===== src/rtl/video_timing_ctrl.sv =====
// Raster sequencer: h/v counters, sync/blank decode and frame-buffer fetch requests
// issued p_fetch_lead cycles ahead of each active pixel; start/stop only at frame edges.
module video_timing_ctrl #(
  parameter int   p_h_active   = 640,
  parameter int   p_h_front    = 16,
  parameter int   p_h_sync     = 96,
  parameter int   p_h_back     = 48,
  parameter int   p_v_active   = 480,
  parameter int   p_v_front    = 10,
  parameter int   p_v_sync     = 2,
  parameter int   p_v_back     = 33,
  parameter logic p_sync_pol   = 1'b0,
  parameter int   p_fetch_lead = 2
) (
  input  logic        i_clk_pixel,
  input  logic        i_rst,
  input  logic        i_enable,
  output logic        o_running,
  output logic        o_hsync,
  output logic        o_vsync,
  output logic        o_blank,
  output logic [10:0] o_x,
  output logic [9:0]  o_y,
  output logic        o_frame_start,
  output logic        o_line_start,
  output logic        o_fetch_valid,
  output logic [10:0] o_fetch_x,
  output logic [9:0]  o_fetch_y
);

  localparam int H_TOT = p_h_active + p_h_front + p_h_sync + p_h_back;
  localparam int V_TOT = p_v_active + p_v_front + p_v_sync + p_v_back;

  localparam logic [10:0] H_LAST  = 11'(H_TOT - 1);
  localparam logic [10:0] H_START = 11'(H_TOT - p_fetch_lead);
  localparam logic [10:0] HA_C    = 11'(p_h_active);
  localparam logic [10:0] HS_BEG  = 11'(p_h_active + p_h_front);
  localparam logic [10:0] HS_END  = 11'(p_h_active + p_h_front + p_h_sync);
  localparam logic [9:0]  V_LAST  = 10'(V_TOT - 1);
  localparam logic [9:0]  VA_C    = 10'(p_v_active);
  localparam logic [9:0]  VS_BEG  = 10'(p_v_active + p_v_front);
  localparam logic [9:0]  VS_END  = 10'(p_v_active + p_v_front + p_v_sync);
  localparam logic [11:0] LEAD_C  = 12'(p_fetch_lead);
  localparam logic [11:0] HTOT_C  = 12'(H_TOT);

  typedef enum logic {S_IDLE, S_RUN} state_t;

  state_t      state_q;
  logic        stop_pending_q;
  logic [10:0] h_q;
  logic [9:0]  v_q;

  logic        run, h_last, v_last, stop_now;
  logic [11:0] fh_sum;
  logic        f_carry, f_wrap;
  logic [10:0] fh;
  logic [9:0]  fv;

  logic        running_d, hsync_d, vsync_d, blank_d, frame_start_d, line_start_d;
  logic        fetch_vld_d;
  logic [10:0] x_d, fetch_x_d;
  logic [9:0]  y_d, fetch_y_d;

  logic        running_q, hsync_q, vsync_q, blank_q, frame_start_q, line_start_q;
  logic        fetch_vld_q;
  logic [10:0] x_q, fetch_x_q;
  logic [9:0]  y_q, fetch_y_q;

  always_comb begin
    run      = (state_q == S_RUN);
    h_last   = (h_q == H_LAST);
    v_last   = (v_q == V_LAST);
    // the enable sampled this cycle counts, so a stop decided at the frame edge is honoured
    stop_now = stop_pending_q | ~i_enable;

    fh_sum  = {1'b0, h_q} + LEAD_C;
    f_carry = (fh_sum >= HTOT_C);
    fh      = f_carry ? 11'(fh_sum - HTOT_C) : fh_sum[10:0];
    f_wrap  = f_carry & v_last;
    fv      = f_carry ? (v_last ? 10'd0 : v_q + 10'd1) : v_q;

    running_d     = run;
    hsync_d       = (run && h_q >= HS_BEG && h_q < HS_END) ? p_sync_pol : ~p_sync_pol;
    vsync_d       = (run && v_q >= VS_BEG && v_q < VS_END) ? p_sync_pol : ~p_sync_pol;
    blank_d       = ~run | (h_q >= HA_C) | (v_q >= VA_C);
    frame_start_d = run && (h_q == 11'd0) && (v_q == 10'd0);
    line_start_d  = run && (h_q == 11'd0);
    x_d           = run ? h_q : 11'd0;
    y_d           = run ? v_q : 10'd0;
    fetch_vld_d   = run && (fh < HA_C) && (fv < VA_C) && !(f_wrap && stop_now);
    fetch_x_d     = fetch_vld_d ? fh : 11'd0;
    fetch_y_d     = fetch_vld_d ? fv : 10'd0;
  end

  always_ff @(posedge i_clk_pixel or posedge i_rst) begin
    if (i_rst) begin
      state_q        <= S_IDLE;
      stop_pending_q <= 1'b0;
      h_q            <= 11'd0;
      v_q            <= 10'd0;
    end else begin
      case (state_q)
        S_IDLE: begin
          stop_pending_q <= 1'b0;
          if (i_enable) begin
            state_q <= S_RUN;
            h_q     <= H_START;
            v_q     <= V_LAST;
          end
        end
        S_RUN: begin
          stop_pending_q <= stop_now;
          if (h_last) begin
            h_q <= 11'd0;
            if (v_last) begin
              v_q <= 10'd0;
              if (stop_now) state_q <= S_IDLE;
            end else begin
              v_q <= v_q + 10'd1;
            end
          end else begin
            h_q <= h_q + 11'd1;
          end
        end
        default: state_q <= S_IDLE;
      endcase
    end
  end

  always_ff @(posedge i_clk_pixel or posedge i_rst) begin
    if (i_rst) begin
      running_q     <= 1'b0;
      hsync_q       <= ~p_sync_pol;
      vsync_q       <= ~p_sync_pol;
      blank_q       <= 1'b1;
      frame_start_q <= 1'b0;
      line_start_q  <= 1'b0;
      x_q           <= 11'd0;
      y_q           <= 10'd0;
      fetch_vld_q   <= 1'b0;
      fetch_x_q     <= 11'd0;
      fetch_y_q     <= 10'd0;
    end else begin
      running_q     <= running_d;
      hsync_q       <= hsync_d;
      vsync_q       <= vsync_d;
      blank_q       <= blank_d;
      frame_start_q <= frame_start_d;
      line_start_q  <= line_start_d;
      x_q           <= x_d;
      y_q           <= y_d;
      fetch_vld_q   <= fetch_vld_d;
      fetch_x_q     <= fetch_x_d;
      fetch_y_q     <= fetch_y_d;
    end
  end

  assign o_running     = running_q;
  assign o_hsync       = hsync_q;
  assign o_vsync       = vsync_q;
  assign o_blank       = blank_q;
  assign o_frame_start = frame_start_q;
  assign o_line_start  = line_start_q;
  assign o_x           = x_q;
  assign o_y           = y_q;
  assign o_fetch_valid = fetch_vld_q;
  assign o_fetch_x     = fetch_x_q;
  assign o_fetch_y     = fetch_y_q;

endmodule

===== config.mk =====
export PLATFORM = sky130hd
export DESIGN_NAME = video_timing_ctrl
export DESIGN_NICKNAME = d
export VERILOG_FILES = /design/src/rtl/video_timing_ctrl.sv
export SDC_FILE = /design/constraint.sdc
export NUM_CORES = 1
export LEC_CHECK = 0
export ABC_AREA = 1
export CAP_MARGIN = 20
export CORE_AREA = 2 2 117 85
export DETAILED_ROUTE_END_ITERATION = 10
export DIE_AREA = 0 0 119 87
export GPL_ROUTABILITY_DRIVEN = 0
export GPL_TIMING_DRIVEN = 0
export PLACE_DENSITY = 0.59
export SETUP_SLACK_MARGIN = 0.1
export SYNTH_ARGS = -nofsm -noshare
export SYNTH_HDL_FRONTEND = slang
export SYNTH_SLANG_ARGS = --single-unit
export TNS_END_PERCENT = 5

===== constraint.sdc =====
create_clock -name i_clk_pixel -period 2.9 [get_ports i_clk_pixel]
set_clock_uncertainty 0.2 [all_clocks]
set_input_delay 0.58 -clock i_clk_pixel [delete_from_list [all_inputs] [get_ports i_clk_pixel]]
set_output_delay 0.58 -clock i_clk_pixel [all_outputs]
set_load 0.005 [all_outputs]

==> flow_summary.ini, run 1 <==
[min_path]
worstHoldStart = run
holdCritPathClass = reg -> reg
holdPathStages = 0
whs_endpoint = o_running

[power]
cellPowerDensity_nw_per_um2 = 1240
p_sw_share_pct = 41.1
p_int_uw = 3390
combinationalPowerShare_pct = 51.6
pwr-share-clk_pct = 20.6
p_leak_uw = 0.00229
ir_drop_v = 0.000421
p_sw_uw = 2360
seqPwrFrac_pct = 27.8

[synth]
synthTopCellsByArea = dfrtp_1 48%, nand2_1 9.9%, inv_1 6.5%
ys_seq_area_share_pct = 50.5
netlist.area_leader.share_pct = 48.3
yosys.area.top_type = dfrtp_1
avgSynthCellArea_sq_um = 8.44
ys_warn_count = 0
ys_ff_latch = 72
syn_inst = 424
netlist_area_sq_um = 3580
ys_types = 40

[clock_network]
cts.sinks = 72
h-tree-depth = 3
clk_pin_slew_ns = 0.06
cts_tree = built
cts_buffer_depth = 2
hold_buffers = 0
cts_buffers = 9
cts_root_buf = clkbuf_16
clock_latency_ns = 0.33

[worst_setup_path]
criticalPathCategory = reg -> reg
cpPeakStageDelay_ns = 0.42
ff2ff_setup_slack_ns = 0.32
worstSetupStartpointType = flip-flop
reg2reg_from = h_q[1]
cp-end-kind = flip-flop
worstPathMaxFanout = 10
reg2reg_to = o_fetch_y[7]
worstPathCellList = ha_1, nand2_1, inv_1, nand3_1, nand2_2, nand3_4, a21oi_4, buf_6, o21ai_0, nor2_2, nand3_2, buf_6, nor2_2
reg2reg_depth = 13
required_ns = 2.96
cp_slowest_cell = dfrtp_1
critPathArrivalTime_ns = 2.64

[global_routing]
grt_first_pass_wirelength_mm = 13.6
gr-total-overflow = 0
grt_pass1_vias = 2705
antenna_found_initial = 0
gr-usage-all-layers_pct = 16.8
grt_max_degree = 73

[final_layout]
final_common_cell = nand2_1
final_cell_mix = 93 x nand2_1, 68 x dfrtp_1, 60 x inv_1
area_growth_pct = 29.8
finish.net_count = 504
antennaDiodeCount = 0
drive_gt1_share_pct = 15.5
fillers = 895
finalInstanceArea_sq_um = 4640
final_util_pct = 49.7

[sta]
min_period_ns = 2.58
fin_setup_tns_ns = 0
fmax_mhz = 388
hold_violations = 0
rsz0062_at_grt = false
setup_violations = 0
drv_slew = 0
slew_headroom_pct = 42.8
tightest_slew_ns = 0.859
period_share_pct = 88.8

[die]
die_x_um = 119
ios = 52
die_height_um = 87
row_count = 30
die-area_sq_um = 10400
initial_utilization_pct = 38.3
core_area_sq_um = 9350

[drt]
num_vias = 2932
initialDrtViolationCount = 218
dr.pass1.iters = 4
ant_nets = 0
finalWirelength_mm = 8.15
drc = 0
via_per_inst = 4.69
wl_per_cell_um = 13.0

[run]
maxCapViolations = 0

[run_status]
status = finished clean

[placed_design]
dpl_cell_area_sq_um = 4260
port_buffers = 51
post-dp-hpwl_mm = 5.82
==> cell families after synthesis <==
| family | synth area share, % |
|---|---|
| compound gates | 8.25 |
| simple gates | 25.4 |
| other cells | 0.105 |
| buf+inv | 9.93 |
| fa+ha+maj | 3.15 |
| flops | 50.5 |
| xor+xnor | 2.69 |
==> power groups by stage <==
stage               combinational (uW)  clock (uW)  sequential [uW]
floorplan                         1960           0             1590
global placement                  2810           0             1610
detailed placement                2840           0             1610
CTS                               2860        1210             1600
global route                      3350        1250             1640
finish                            2970        1180             1600
==> sequential cells by signal, indices dropped and copies added, names as in the netlist, 10 cells and up <==
name	flops
v_q	10
o_fetch_y	10
o_x	11
h_q	11
o_y	10
o_fetch_x	11
==> worst max path at each step <==
stage / start / to / slack, ns / cells past startpoint
after floorplan: i_rst / h_q[0] / 0.30 / 1
after global placement: i_rst / o_x[2] / -0.88 / 2
after detailed placement: h_q[2] / o_fetch_y[7] / 0.08 / 13
after CTS: h_q[2] / o_fetch_y[7] / 0.15 / 13
after global routing: h_q[1] / o_fetch_y[7] / 0.11 / 17
final: h_q[1] / o_fetch_y[7] / 0.32 / 13
==> timing repair <==
item / 4_1_cts / 5_1_grt
setup endpoints to repair: 20 / 20
buffers inserted: 0 / 4
pin swaps: 0 / 1
endpoints found under the hold margin: 0 / 0
gates cloned: 0 / 1
gates resized for setup: 1 / 10
==> critical path, delay by kind of cell (launching register included) <==
family | cells | cell delay, ns
DFF | 1 | 0.42
adders and majority gates | 1 | 0.27
buffers and inverters | 3 | 0.41
and+or+nand+nor | 7 | 0.85
AOI/OAI and AO/OA | 2 | 0.36
==> cell type report <==
class	instances	area, sq um	area share (%)
buffer	16	104	2.24
clock buffer	11	243	5.23
clock inverter	5	80.1	1.72
inverter	69	263	5.66
multi-input combinational	269	1450	31.2
sequential	72	1810	38.9
tap	128	160	3.45
timing repair buffer	55	541	11.6
==> routing by layer <==
metal,GRT usage [%],share of wire [%],up-vias
met5,0,0,-
met4,5.84,1.5,0
met3,4.38,5.7,9
met2,23.1,40,85
met1,25.5,53,1367
li1,-,-,1471
==> cells in the mapped netlist (all sizes together) <==
library cell and n:
nand2 101, dfrtp 69, inv 64, nor2 58, nand3 25, o21ai 18
buf 12, o22ai 10, ha 9, xor2 9, a21oi 8, nand4 7
clkinv 5, clkbuf 4, nor4 4, dfstp 3, nor3 3, a22oi 2
o211ai 2, o21bai 2, o221ai 2, xnor2 2, and3 1, conb 1
o2111ai 1, o311ai 1, o31ai 1
==> through the flow <==
step                worst slack, ns  hold WS (ns)  std cells  power (uW)
global route                  0.105         0.285        625        6240
floorplan                     0.300         0.197        425        3550
CTS                           0.154         0.275        620        5670
global placement             -0.877         0.255        604        4420
finish                        0.324         0.275        625        5750
detailed placement           0.0831         0.262        604        4450
Note: power is estimated with default switching activity, not from simulation.
==> inputs of run 2 (changes only) <==
--- a/config.mk
+++ b/config.mk
@@ -7,12 +7,12 @@
 export LEC_CHECK = 0
 export ABC_AREA = 1
 export CAP_MARGIN = 20
-export CORE_AREA = 2 2 117 85
+export CORE_AREA = 2 2 81 91
 export DETAILED_ROUTE_END_ITERATION = 10
-export DIE_AREA = 0 0 119 87
+export DIE_AREA = 0 0 83 93
 export GPL_ROUTABILITY_DRIVEN = 0
 export GPL_TIMING_DRIVEN = 0
-export PLACE_DENSITY = 0.59
+export PLACE_DENSITY = 0.77
 export SETUP_SLACK_MARGIN = 0.1
 export SYNTH_ARGS = -nofsm -noshare
 export SYNTH_HDL_FRONTEND = slang
==> flow_summary.ini, run 2 (synthesis gave the netlist of run 1 again) <==
[worst_setup_path]
criticalPathCategory = reg -> reg
critPathArrivalTime_ns = 2.67
cp-end-kind = flip-flop
cp_common_cell = nand2_1
reg2reg_depth = 15
worstPathMaxFanout = 10
path_depth = 15
required_ns = 2.98
cp_top_family = simple AND/OR/NAND/NOR gates
worstPathCellList = ha_1, nand2_1, inv_1, nand3_1, nand2_2, nand3_4, a21oi_4, buf_6, nand2_2, nand2_1, nand2_1, nor2_2, nand3_2, buf_6, nor2_2
cpPeakStageDelay_ns = 0.42
cp_slowest_cell = dfrtp_1
worstSetupStartpointType = flip-flop
crit_buf_inv = 3

[run]
maxCapViolations = 0

[sta]
period_share_pct = 89.0
hold_violations = 0
setup_violations = 0
fin_setup_tns_ns = 0
slew_headroom_pct = 42.7
tightest_slew_ns = 0.859
rsz0062_at_grt = false
drv_slew = 0
min_period_ns = 2.58
fmax_mhz = 387

[run_status]
status = finished clean

[clock_network]
cts_buffer_depth = 2
h-tree-depth = 3
clock_latency_ns = 0.36
clk_pin_slew_ns = 0.08
cts_root_buf = clkbuf_8
cts.sinks = 72
cts_buffers = 9
hold_buffers = 0
cts_tree = built

[drt]
num_vias = 2976
initialDrtViolationCount = 215
wl_per_cell_um = 13.2
via_per_inst = 5.13
finalWirelength_mm = 7.63
ant_nets = 0
drc = 0
dr.pass1.iters = 4

[global_routing]
grt_max_degree = 73
gr-usage-all-layers_pct = 20.9
antenna_found_initial = 0
grt_first_pass_wirelength_mm = 12.9
grtUsageMet1_pct = 27.4
grt_pass1_vias = 2820
gr-total-overflow = 0
grtUsageMet2_pct = 32.6
grt_use_met3_pct = 4.41
busiest_layer = met2

[final_layout]
antennaDiodeCount = 0
regArea_sq_um = 1810
area_growth_pct = 23.2
stdcell_count = 580
final_cell_mix = 93 x nand2_1, 68 x dfrtp_1, 61 x inv_1
multi_input_area_sq_um = 1430
finish.net_count = 502
drive_gt1_share_pct = 14.9
fillers = 573
final_common_cell = nand2_1

[power]
p_leak_uw = 0.00221
power_uw = 5180
p_sw_uw = 2290
seqPwrFrac_pct = 30.7
p_int_uw = 2890
combinationalPowerShare_pct = 55.8
p_sw_share_pct = 44.3
cellPowerDensity_nw_per_um2 = 1180
pwr-share-clk_pct = 13.5
ir_drop_v = 0.000639

[die]
die-area_sq_um = 7720
initial_utilization_pct = 52.3
die_height_um = 93
die_x_um = 83
row_count = 32
ios = 52
core_area_sq_um = 6850

[min_path]
holdPathStages = 0
holdCritPathClass = reg -> reg

[placed_design]
post-dp-hpwl_mm = 5.44
dp_cells = 561
port_buffers = 51
[run 2: changes by cell type in the layout (fill, tap and decap cells not counted), moves of 2 or more]
cell,before,now
bufinv_16,2,0
nor2_4,3,1
clkinv_2,2,4
clkbuf_8,1,9
clkbuf_16,9,0
[run 2: final timing paths]
| check | from | endpoint | slack, ns |
|---|---|---|---|
| setup / recovery | h_q[1] | o_fetch_y[5] | 0.32 |
| hold / removal | run | o_running | 0.25 |
| setup reg to reg | h_q[1] | o_fetch_y[5] | 0.32 |
| hold reg to reg | run | o_running | 0.25 |
| max in group asynchronous | i_rst | h_q[2] | 1.32 |
| min in group asynchronous | i_rst | o_x[6] | 0.56 |
[run 2: final cells by class]
type | instances | area share, %
sequential | 72 | 41.0
tap | 85 | 2.41
multi-input combinational | 268 | 32.4
timing repair buffer | 54 | 12.1
inverter | 69 | 5.96
buffer | 16 | 2.30
clock inverter | 7 | 1.08
clock buffer | 9 | 2.81
[run 2: through the flow]
step / cell area (sq um) / hold WS, ns / worst slack (ns) / utilization, %
2_1_floorplan: 3580 / 0.197 / 0.300 / -
3_3_place_gp: 4200 / 0.239 / -0.740 / 61.3
3_5_place_dp: 4200 / 0.233 / 0.157 / 61.4
4_1_cts: 4370 / 0.255 / 0.126 / 63.9
5_1_grt: 4410 / 0.266 / 0.112 / 64.4
6_report: 4410 / 0.252 / 0.318 / 64.4
[run 2: per-layer routing]
metal  up-vias  part of all wire [%]
li1       1464                     -
met1      1389                    43
met2       100                    47
met3        23                   6.4
met4         0                   3.1
met5         -                     0
[run 2: power by group through the flow]
| stage | Combinational (uW) | Clock (uW) | Sequential [uW] |
|---|---|---|---|
| 2_1_floorplan | 1960 | 0 | 1590 |
| 3_3_place_gp | 2740 | 0 | 1600 |
| 3_5_place_dp | 2820 | 0 | 1610 |
| 4_1_cts | 2840 | 711 | 1600 |
| 5_1_grt | 3230 | 750 | 1640 |
| 6_report | 2890 | 699 | 1590 |
[run 2: worst reg2reg max path, stage by stage (launching register included)]
cell	delay, ns
dfrtp_1	0.42
ha_1	0.25
nand2_1	0.09
inv_1	0.07
nand3_1	0.09
nand2_2	0.17
nand3_4	0.12
a21oi_4	0.29
buf_6	0.19
nand2_2	0.05
nand2_1	0.06
nand2_1	0.06
nor2_2	0.11
nand3_2	0.11
buf_6	0.16
nor2_2	0.09
[run 2: timing repair]
action                     CTS  global route
gates resized for setup      0             5
buffers inserted             0             3
hold endpoints to repair     0             0
setup endpoints to repair    0            20
